[config.mk]
export PLATFORM = sky130hd
export DESIGN_NAME = dmem_access_ctrl
export DESIGN_NICKNAME = d
export VERILOG_FILES = /design/src/rtl/dmem_pkg.sv /design/src/rtl/dmem_watchdog.sv /design/src/rtl/dmem_access_ctrl.sv
export SDC_FILE = /design/constraint.sdc
export NUM_CORES = 1
export LEC_CHECK = 0
export ABC_CLOCK_PERIOD_IN_PS = 2100
export CORE_ASPECT_RATIO = 0.75
export CORE_MARGIN = 4
export CORE_UTILIZATION = 41
export CTS_BUF_LIST = sky130_fd_sc_hd__clkbuf_8 sky130_fd_sc_hd__clkbuf_16
export DETAILED_ROUTE_END_ITERATION = 12
export PLACE_DENSITY = 0.81
export REMOVE_ABC_BUFFERS = 1
export SETUP_SLACK_MARGIN = 0.02
export SYNTH_ARGS = -nofsm -noshare
export SYNTH_HDL_FRONTEND = slang
export SYNTH_SLANG_ARGS = --single-unit
[constraint.sdc]
create_clock -name clk -period 2.1 [get_ports clk]
set_clock_uncertainty 0.05 [all_clocks]
set_input_delay 0.42 -clock clk [delete_from_list [all_inputs] [get_ports clk]]
set_output_delay 0.42 -clock clk [all_outputs]
set_load 0.05 [all_outputs]
[src/rtl/dmem_pkg.sv]
// Shared types and constants for the data-memory access controller.
package dmem_pkg;

    typedef enum logic [1:0] {
        IDLE = 2'd0,
        REQ  = 2'd1,
        WAIT = 2'd2,
        DONE = 2'd3
    } dmem_state_t;

    localparam logic [31:0] DMEM_ERR_DATA = 32'hDEADBEEF;
    localparam logic [3:0]  WSTRB_WORD    = 4'hF;

endpackage

[src/rtl/dmem_watchdog.sv]
// Cycle counter for an outstanding bus access; o_expired flags the last
// permitted cycle so the controller can abandon the access.
module dmem_watchdog #(
    parameter int TIMEOUT_CYCLES = 256
) (
    input  logic clk,
    input  logic rst_n,
    input  logic i_start,
    input  logic i_active,
    output logic o_expired
);

    localparam int CNT_W = (TIMEOUT_CYCLES > 1) ? $clog2(TIMEOUT_CYCLES) : 1;
    localparam logic [CNT_W-1:0] LIMIT = CNT_W'(TIMEOUT_CYCLES - 1);

    logic [CNT_W-1:0] r_count;

    always_ff @(posedge clk or negedge rst_n) begin
        if (!rst_n) begin
            r_count <= '0;
        end else if (i_start) begin
            r_count <= '0;
        end else if (i_active && !o_expired) begin
            r_count <= r_count + CNT_W'(1);
        end
    end

    assign o_expired = i_active && (r_count == LIMIT);

endmodule

[src/rtl/dmem_access_ctrl.sv]
// M-stage data-memory controller: one bus transaction per LW/SW, then a
// dmem_continue pulse. Optional watchdog enabled by DMEM_TIMEOUT_EN.
module dmem_access_ctrl
    import dmem_pkg::*;
#(
    parameter int ADDR_W         = 32,
    parameter int DATA_W         = 32,
    parameter int TIMEOUT_CYCLES = 256
) (
    input  logic              clk,
    input  logic              rst,
    input  logic              mem_access_m,
    input  logic              mem_write_m,
    input  logic [31:0]       pc_m,
    input  logic [ADDR_W-1:0] alu_out_m,
    input  logic [DATA_W-1:0] write_data_m,
    output logic              dreq_valid,
    input  logic              dreq_ready,
    output logic              dreq_write,
    output logic [ADDR_W-1:0] dreq_addr,
    output logic [DATA_W-1:0] dreq_wdata,
    output logic [3:0]        dreq_wstrb,
    input  logic              dresp_valid,
    input  logic [DATA_W-1:0] dresp_rdata,
    output logic [DATA_W-1:0] read_data_m,
    output logic              dmem_continue,
    output logic              busy,
    output logic              dmem_err
);

    if (TIMEOUT_CYCLES < 2) begin : g_bad_timeout
        $error("TIMEOUT_CYCLES must be at least 2");
    end

    dmem_state_t       r_state;
    dmem_state_t       w_state_next;
    logic              r_write;
    logic [ADDR_W-1:0] r_addr;
    logic [DATA_W-1:0] r_wdata;
    logic [DATA_W-1:0] r_rdata;
    logic [31:0]       r_pc;
    logic [31:0]       r_last_pc;
    logic              r_served;
    logic              w_accept;
    logic              w_active;
    logic              w_handshake;
    logic              w_resp_done;
    logic              w_timeout;

    // An instruction is skipped when it is the one just served and the
    // pipeline has not yet moved on.
    assign w_accept    = (r_state == IDLE) && mem_access_m
                         && !(r_served && (pc_m == r_last_pc));
    assign w_active    = (r_state == REQ) || (r_state == WAIT);
    assign dreq_valid  = (r_state == REQ) && !w_timeout;
    assign w_handshake = dreq_valid && dreq_ready;
    assign w_resp_done = dresp_valid && (w_handshake || (r_state == WAIT));

`ifdef DMEM_TIMEOUT_EN
    logic r_err;

    dmem_watchdog #(
        .TIMEOUT_CYCLES(TIMEOUT_CYCLES)
    ) u_watchdog (
        .clk      (clk),
        .rst_n    (rst),
        .i_start  (w_accept),
        .i_active (w_active),
        .o_expired(w_timeout)
    );

    always_ff @(posedge clk or negedge rst) begin
        if (!rst) begin
            r_err <= 1'b0;
        end else if (w_resp_done) begin
            r_err <= 1'b0;
        end else if (w_timeout) begin
            r_err <= 1'b1;
        end
    end

    assign dmem_err = r_err;
`else
    assign w_timeout = 1'b0;
    assign dmem_err  = 1'b0;
`endif

    always_ff @(posedge clk or negedge rst) begin
        if (!rst) begin
            r_state <= IDLE;
        end else begin
            r_state <= w_state_next;
        end
    end

    always_comb begin
        w_state_next = r_state;
        case (r_state)
            IDLE: if (w_accept) w_state_next = REQ;
            REQ: begin
                if (w_resp_done)      w_state_next = DONE;
                else if (w_handshake) w_state_next = WAIT;
                else if (w_timeout)   w_state_next = DONE;
            end
            WAIT: if (w_resp_done || w_timeout) w_state_next = DONE;
            DONE: w_state_next = IDLE;
            default: w_state_next = IDLE;
        endcase
    end

    always_ff @(posedge clk or negedge rst) begin
        if (!rst) begin
            r_write   <= 1'b0;
            r_addr    <= '0;
            r_wdata   <= '0;
            r_pc      <= '0;
            r_rdata   <= '0;
            r_last_pc <= '0;
            r_served  <= 1'b0;
        end else begin
            if (w_accept) begin
                r_write <= mem_write_m;
                r_addr  <= alu_out_m;
                r_wdata <= write_data_m;
                r_pc    <= pc_m;
            end
            // A timed-out load still returns a recognisable value to writeback.
            if (w_resp_done && !r_write) begin
                r_rdata <= dresp_rdata;
            end else if (w_timeout && !r_write) begin
                r_rdata <= DATA_W'(DMEM_ERR_DATA);
            end
            if (r_state == DONE) begin
                r_served  <= 1'b1;
                r_last_pc <= r_pc;
            end else if ((r_state == IDLE) && !mem_access_m) begin
                r_served <= 1'b0;
            end
        end
    end

    assign dreq_write    = r_write;
    assign dreq_addr     = r_addr;
    assign dreq_wdata    = r_wdata;
    assign dreq_wstrb    = r_write ? WSTRB_WORD : 4'h0;
    assign read_data_m   = r_rdata;
    assign dmem_continue = (r_state == DONE);
    assign busy          = w_active;

endmodule

**Word level (Yosys, flattened, before mapping)**

Cells that the tools add are included.

- Register bits: 164
- Latch bits: 0
- RAM bits: 0
- Memory bits (read-only): 0
- Input bits: 134
- Output and inout port bits: 105
- Word-level logic and storage cells: 38
- Memories kept: 0

- $add $sub $neg: 0
- $mul: 0
- Divide/modulo/power cells: 0
- Magnitude comparators: 0
- Equality and inequality tests: 7
- Shift-type cells: 0
- Muxes and demuxes: 8
- Bitwise gates (word level): 0
- Reduce and logical (&&, ||, !) cells: 15

Operators by type and width:

| operator | count |
|---|---|
| == test 32 bit | 1 |
| 2-to-1 mux 2 bit | 4 |
| one-hot mux 2 bit (4 select lines) | 1 |
| logical AND 1 bit | 7 |
| == test 2 bit (second input constant) | 2 |
| 2-to-1 mux 4 bit | 1 |
| != test 2 bit (second input constant) | 2 |
| zero test 1 bit | 3 |
| != test 3 x 1 -> 1 bit (second input constant) | 1 |
| AND reduction 3 bit | 1 |
| == test 2 x 1 -> 1 bit (second input constant) | 1 |
| zero test 2 bit | 1 |
| logical OR 1 bit | 2 |
| 2-to-1 mux 1 bit | 2 |
| nonzero test 2 bit | 1 |

**Longest topological paths before layout**

- Depth after elaboration: 6
- Depth in mapped cells: 7

**Worst setup path before layout**

No wires, ideal clock.

- Path type: reg2reg
- From: reg r_state[1]
- To: reg r_rdata[10], in the netlist read_data_m[10]
- Library setup time: 0.125 ns
- Arrival: 2.187 ns
- Path slack: -0.262 ns
- Stages on the path, launching flop included: 7
- Buffers on the path: 1
- Cells stage by stage: dfrtp_1 inv_1 ha_1 nor2_1 nor3_1 clkbuf_1 mux2_2

- Word-level cells in the longest chain between the ends: 5
- Elaborated cells on any way between the ends: 6

RTL lines:

| what | RTL line | RTL |
|---|---|---|
| start: declaration | dmem_access_ctrl.sv:35 | `dmem_state_t r_state;` |
| start signal: assignment | dmem_access_ctrl.sv:92 | `r_state <= w_state_next;` |
| == test 2 x 1 -> 1 bit | dmem_access_ctrl.sv:55 | `assign dreq_valid = (r_state == REQ) && !w_timeout;` |
| via dreq_valid | dmem_access_ctrl.sv:17 | `output logic dreq_valid,` |
| logical AND 1 bit | dmem_access_ctrl.sv:56 | `assign w_handshake = dreq_valid && dreq_ready;` |
| logical OR 1 bit | dmem_access_ctrl.sv:57 | `assign w_resp_done = dresp_valid && (w_handshake \|\| (r_state == WAIT));` |
| logical AND 1 bit | dmem_access_ctrl.sv:57 |  |
| logical AND 1 bit | dmem_access_ctrl.sv:128 | `if (w_resp_done && !r_write) begin` |
| end signal: assignment | dmem_access_ctrl.sv:129 | `r_rdata <= dresp_rdata;` |
| end signal: assignment | dmem_access_ctrl.sv:131 | `r_rdata <= DATA_W'(DMEM_ERR_DATA);` |
| end: declaration | dmem_access_ctrl.sv:40 | `logic [DATA_W-1:0] r_rdata;` |

The timed path passes the listed nets, and every way through them passes these cells.
A chain may end at the register's enable or synchronous reset.

**Worst setup path after layout**

- From: in pc_m[10]
- To: reg r_wdata[10], in the netlist dreq_wdata[10]

- Word-level cells in the longest chain between the ends: 4

RTL lines:

| what | RTL line | RTL |
|---|---|---|
| start: declaration | dmem_access_ctrl.sv:14 | `input logic [31:0] pc_m,` |
| == test 32 bit | dmem_access_ctrl.sv:53 | `&& !(r_served && (pc_m == r_last_pc));` |
| logical AND 1 bit | dmem_access_ctrl.sv:53 |  |
| zero test 1 bit | dmem_access_ctrl.sv:53 |  |
| logical AND 1 bit | dmem_access_ctrl.sv:53 |  |
| end signal: assignment | dmem_access_ctrl.sv:124 | `r_wdata <= write_data_m;` |
| end: declaration | dmem_access_ctrl.sv:39 | `logic [DATA_W-1:0] r_wdata;` |

Every way passes these cells.

==> qor.yml <==
synthesis:
  syn_area_sq_um: 6790
  synth_top_area_share_pct: 60.4
  synth_xor_xnor_area_share_pct: 4.13
  ys_seq_elements: 164
  synth_top_family_by_area: "multiplexers"
  ys_top_cells_by_area: "dfrtp_1 (60%), mux2_2 (22%), mux2_4 (6.6%)"
  ys_seq_area_share_pct: 60.4
  yosys_warnings: 0
  synth_cell_types: 33
  synthMuxAreaShare_pct: 28.3
  synth_compound_area_share_pct: 1.10
  synth_adder_area_share_pct: 0.921
  synth_area_per_cell_sq_um: 15.9
  yosys.area_share.simple_pct: 2.78
  syn_inst: 428
  synth_top_area_cell: "dfrtp_1"
timing:
  worst_slew_pin_slew_ps: 542
  layout_setup_ws_ps: -93.0
  rsz0062_at_grt: "true"
  fin_crit_ps: 2190
  timing.fmax_mhz: 456
  maxSlewHeadroom_pct: 63.8
  slew_viol_final: 0
  setup_viol: 97
  finalHoldViolCount: 0
  setup_tns_ps: -6060
  fin_crit_sh_pct: 104
power:
  power_frac_clock_pct: 15.4
  power.switching_mw: 7.96
  swShare_pct: 42.6
  power_density_nw_per_um2: 1790
  p_leak_nw: 4.93
  p_seq_share_pct: 30.7
  vdd_drop_max_uv: 1260
  combPwrFrac_pct: 53.9
  p_int_mw: 10.7
cts:
  cts_tree: "yes"
  root_buffer: "clkbuf_16"
  htreeDepth: 4
  clk_path_buf_depth: 2
  cts_sinks: 164
  cts_buffers: 17
  clk_latency_ps: 420
  clk_pin_slew_ps: 60
worst_setup_path:
  reg2reg_to: "dreq_wdata[10]"
  cp_slowest_stage_delay_ps: 440
  crit_chain: "clkdlybuf4s50_1 > xor2_1 > nor4_2 > buf_4 > and4_4 > a31oi_4 > buf_12 > buf_12 > mux2_4"
  cp-endpoint: "dreq_wdata[10]"
  cp.depth: 9
  cp_data_arrival_time_ps: 2440
  r2r_start: "r_last_pc[14]"
  start_kind: "input pin"
  critPathMaxFanout: 13
  critPathKind: "input pin to flip-flop"
  startpoint: "pc_m[10]"
  crit_top_cell: "buf_12"
  crit_buf_inv: 4
  crit_slowest_cell: "clkdlybuf4s50_1"
  reg2reg_slack_ps: -70
  crit_family: "buffers and inverters"
  end_kind: "flip-flop"
  r2r_cells: 8
  crit_required_ps: 2350
global_route:
  first_global_vias: 5214
  grt_max_degree: 48
  grt-busiest-layer: "met2"
  met3_usage_pct: 7.85
  met2_usage_pct: 30.2
  grt_pass1_wl_um: 26900
  antenna_found_initial: 0
  grt_overflow: 0
  grtUsageTotal_pct: 18.1
  grt_util_met1_pct: 21.4
detailed_routing:
  first_pass_iters: 4
  drt-initial-drc-count: 143
  remaining_drc_errors: 0
  route.detailed.wl_per_inst_um: 18.6
  routed-via-count: 4476
  ant_nets: 0
  routed_wl_um: 17100
  viasPerCell: 4.87
layout:
  fin_util_pct: 64.9
  area.sequential_sq_um: 4100
  diodes: 0
  nets: 837
  multi_input_area_sq_um: 2620
  drive_above_1_share_pct: 35.8
  layout.cells.non_filler: 919
  fillers: 1165
  final_area_sq_um: 10500
  syn_to_final_growth_pct: 53.8
place:
  place_congestion: 0.764
  place_inst: 879
  numPortBuffers: 237
  dpl_cell_area_sq_um: 9600
  dp_hpwl_um: 12400
die:
  start_util_pct: 42.2
  die_w_um: 157
  fp.dieArea_sq_um: 18700
  fp-row-count: 40
  ios: 239
  core_sq_um: 16100
  die_height_um: 119
flow_run:
  maxCapViolations: 0
hold_path:
  hp-class: "input pin to flip-flop"
  hold_depth: 2
status:
  status: "finished with violations"
  violations: "negative setup slack"
[kinds of logic after synthesis]
group,after synthesis
DFF,164
muxes,161
xor gates and xnor gates,32
and+or+nand+nor,30
buffers and inverters,26
AOI/OAI and AO/OA,9
adders and majority gates,5
other,1
[cells in the mapped netlist, drive strengths merged]
| cell type | instances |
|---|---|
| nand3 | 5 |
| a21o | 1 |
| mux2 | 161 |
| nand2b | 1 |
| clkbuf | 7 |
| inv | 4 |
| a32oi | 1 |
| o21ai | 1 |
| xnor2 | 1 |
| and4 | 1 |
| a32o | 1 |
| nor2b | 1 |
| a21oi | 1 |
| ha | 5 |
| a31oi | 2 |
| a31o | 1 |
| and3 | 2 |
| buf | 15 |
| or4 | 1 |
| o221a | 1 |
| dfrtp | 164 |
| nor2 | 2 |
| conb | 1 |
| nand4 | 1 |
| nand2 | 5 |
| nor3 | 3 |
| nor4 | 8 |
| xor2 | 31 |
[cell type report]
| class | instances | area share [%] |
|---|---|---|
| clock buffers | 19 | 4.33 |
| clock inverters | 11 | 0.862 |
| inverters | 4 | 0.144 |
| multi-input cells | 238 | 25.1 |
| flip-flops and latches | 164 | 39.3 |
| well taps | 210 | 2.51 |
| repair buffers | 273 | 27.8 |
[worst min-delay path by stage]
| stage | to | from | slack (ps) |
|---|---|---|---|
| floorplan | dreq_addr[0] | rst | 70 |
| detailed placement | read_data_m[30] | rst | 320 |
| global placement | read_data_m[28] | rst | 320 |
| finish | r_pc[0] | pc_m[0] | 250 |
| CTS | r_pc[27] | pc_m[27] | 350 |
| global route | r_pc[0] | pc_m[0] | 250 |
[timing repair]
action	in CTS	in global routing
gates cloned	1	2
pin swaps	11	3
hold buffers	1	0
hold endpoints to repair	39	0
endpoints found under the setup margin	128	177
setup buffers	4	3
resized for setup	59	60
[registers in the layout, indices dropped and copies added (netlist names)]
| name | flops |
|---|---|
| r_served | 1 |
| dreq_addr | 32 |
| dreq_wdata | 32 |
| r_last_pc | 32 |
| dreq_write | 1 |
| r_pc | 32 |
| r_state | 2 |
| read_data_m | 32 |
[placed cells by master, fill, tap and decap left out, types with 5 or more instances in the layout]
cell | synthesis | layout
buf_12 | 0 | 12
buf_4 | 5 | 29
clkbuf_16 | 0 | 19
clkdlybuf4s50_1 | 0 | 136
dfrtp_1 | 164 | 164
dlygate4sd2_1 | 0 | 39
dlymetal6s2s_1 | 0 | 49
inv_1 | 4 | 6
mux2_2 | 131 | 130
mux2_4 | 30 | 31
nand2_1 | 5 | 5
nand3_1 | 5 | 5
xor2_1 | 31 | 28
[power by group through the flow]
stage / Combinational (mW) / Clock (mW) / Sequential (mW)
final: 10.1 / 2.88 / 5.74
after global routing: 10.6 / 3.08 / 5.94
after CTS: 10.1 / 2.94 / 5.77
after detailed placement: 10.1 / 0 / 5.79
after global placement: 9.91 / 0 / 5.66
after floorplan: 3.31 / 0 / 9.12
[through the flow]
step                      worst slack [ps]  hold WS (ps)  total power, mW
final                                -93.0           252             18.7
after global routing                  -160           255             19.6
after CTS                            -73.0           348             18.8
after detailed placement              -709           324             15.9
after global placement                -728           322             15.6
after floorplan                      -2940          74.4             12.4
[worst reg2reg max path, stage by stage (launching register included)]
cell and delay, ps:
dfrtp_1 380, xor2_1 160, nor4_1 350, buf_4 170, and3_4 200, a31oi_4 110
buf_12 170, buf_12 160, mux2_4 310
[routing by layer]
| metal | share of wire [%] | vias to the layer above |
|---|---|---|
| met5 | 0 | - |
| li1 | - | 2047 |
| met3 | 8.9 | 20 |
| met1 | 40 | 2258 |
| met4 | 1.5 | 0 |
| met2 | 50 | 151 |
(Power assumes the default switching activity.)
==> variant: new RTL, same flow settings <==
Change the parameter `DATA_W` from 32 to 28.
--- a/src/rtl/dmem_access_ctrl.sv
+++ b/src/rtl/dmem_access_ctrl.sv
@@ -5,5 +5,5 @@
 #(
     parameter int ADDR_W         = 32,
-    parameter int DATA_W         = 32,
+    parameter int DATA_W         = 28,
     parameter int TIMEOUT_CYCLES = 256
 ) (
Ports: changed (resized dreq_wdata, dresp_rdata, read_data_m and write_data_m); port bits go from 239 to 223. No check against the original RTL was run, so the function may have changed too.
==> variant against the original RTL <==
The run still ends with negative setup slack left. Sequential cell count shrank 8. Wire length shrank 3.1%. Clock power shrank 3%. Setup slack lost 0.40 ns. Synthesized cell count shrank 5.4%. Power shrank 3.7%. Non-clock buffer count shrank 21. Via count shrank 5.4%. Final area shrank 3.1%. Area after synthesis shrank 2.5%. Utilization grew 0.40 points. Combinational power shrank 4%. Critical path type unchanged. Highest routed layer unchanged.
==> variant: results (changes against the original RTL) <==
Power and ir drop
  • P_leak: 4.88 nW (was 4.93 nW)
  • Max IR drop VDD: 0.927 mV (was 1.26 mV)
  • Comb power: 9.69 mW (was 10.1 mW)
  • Net switching power: 7.58 mW (was 7.96 mW)

Route
  • DR vias/cell: 4.82 (was 4.87)
  • WL final: 16600 um (was 17100 um)
  • Met2 routed WL: 8230 um (was 8510 um)
  • WL/cell: 18.9 um (was 18.6 um)
  • WL met3: 1340 um (was 1530 um)

Global routing
  • Grt met1 use: 21.0% (was 21.4%)
  • Initial antenna violation count: 2 (was 0)
  • Tot GR Track Use: 17.7% (was 18.1%)
  • Pin count of the biggest net entering global routing: 54 (was 48)
  • Vias in the first global route: 4763 (was 5214)

STA
  • Setup ws final: -0.493 ns (was -0.0930 ns)
  • Final setup vio count: 95 (was 97)

Run status
  • Failing checks: negative setup slack (unchanged)
  • Outcome: finished with violations (unchanged)

Finish
  • Nets: 788 (was 837)
  • Fill count: 1102 (was 1165)

Logic synthesis
  • Top post-synthesis cells by count: dfrtp_1, mux2_2, mux2_4 (was dfrtp_1, mux2_2, xor2_1)
  • Synth Area in Compound Gates: 0.888% (was 1.10%)
  • Mux cell area share after synthesis: 30.3% (was 28.3%)
  • Synth Area in Adders: 0.945% (was 0.921%)
  • Seq/Total Area, Yosys: 58.9% (was 60.4%)

Placed design
  • Placed inst area: 9210 um^2 (was 9600 um^2)
  • Number of port buffers: 221 (was 237)

Critical path
  • Slowest CP cell: or4_4 (was clkdlybuf4s50_1)
## variant: cell count changes after synthesis, sizes merged, moves of 3 or more
| cell | change |
|---|---|
| xor2 | -4 |
| xnor2 | +4 |
| mux2 | -8 |
| a21oi | +3 |
| dfrtp | -8 |
## variant: kinds of logic after synthesis
logic type | Yosys count
xor gates and xnor gates | 32
and+or+nand+nor | 23
other | 1
AOI/OAI and AO/OA | 9
buffers and inverters | 24
muxes | 155
DFF | 156
adders and majority gates | 5
## variant: repair_timing
item | 4_1_cts | 5_1_grt
gates resized for setup | 41 | 60
cloned | 3 | 7
pin swaps | 4 | 5
setup buffers | 0 | 1
endpoints found under the hold margin | 50 | 0
setup endpoints to repair | 124 | 162
hold buffers | 1 | 0
## variant: layout make-up
| type | count | area [um^2] | area share (%) |
|---|---|---|---|
| Clock inverter | 15 | 118 | 1.16 |
| Multi-Input combinational cell | 227 | 2600 | 25.7 |
| Antenna cell | 3 | 7.51 | 0.0741 |
| Inverter | 3 | 11.3 | 0.111 |
| Clock buffer | 17 | 425 | 4.20 |
| Timing Repair Buffer | 252 | 2800 | 27.7 |
| Sequential cell | 156 | 3910 | 38.6 |
| Tap cell | 205 | 256 | 2.53 |
## variant: final timing paths
| kind | from | to | slack, ns | cells after the start |
|---|---|---|---|---|
| max | pc_m[18] | r_pc[2] | -0.49 | 9 |
| min | pc_m[14] | r_pc[14] | 0.28 | 2 |
| max reg2reg | r_last_pc[7] | r_pc[2] | -0.47 | 8 |
| min reg2reg | r_served | r_served | 0.45 | 1 |
| max in group asynchronous | rst | dreq_addr[21] | 0.83 | 3 |
| min in group asynchronous | rst | r_last_pc[2] | 0.46 | 2 |
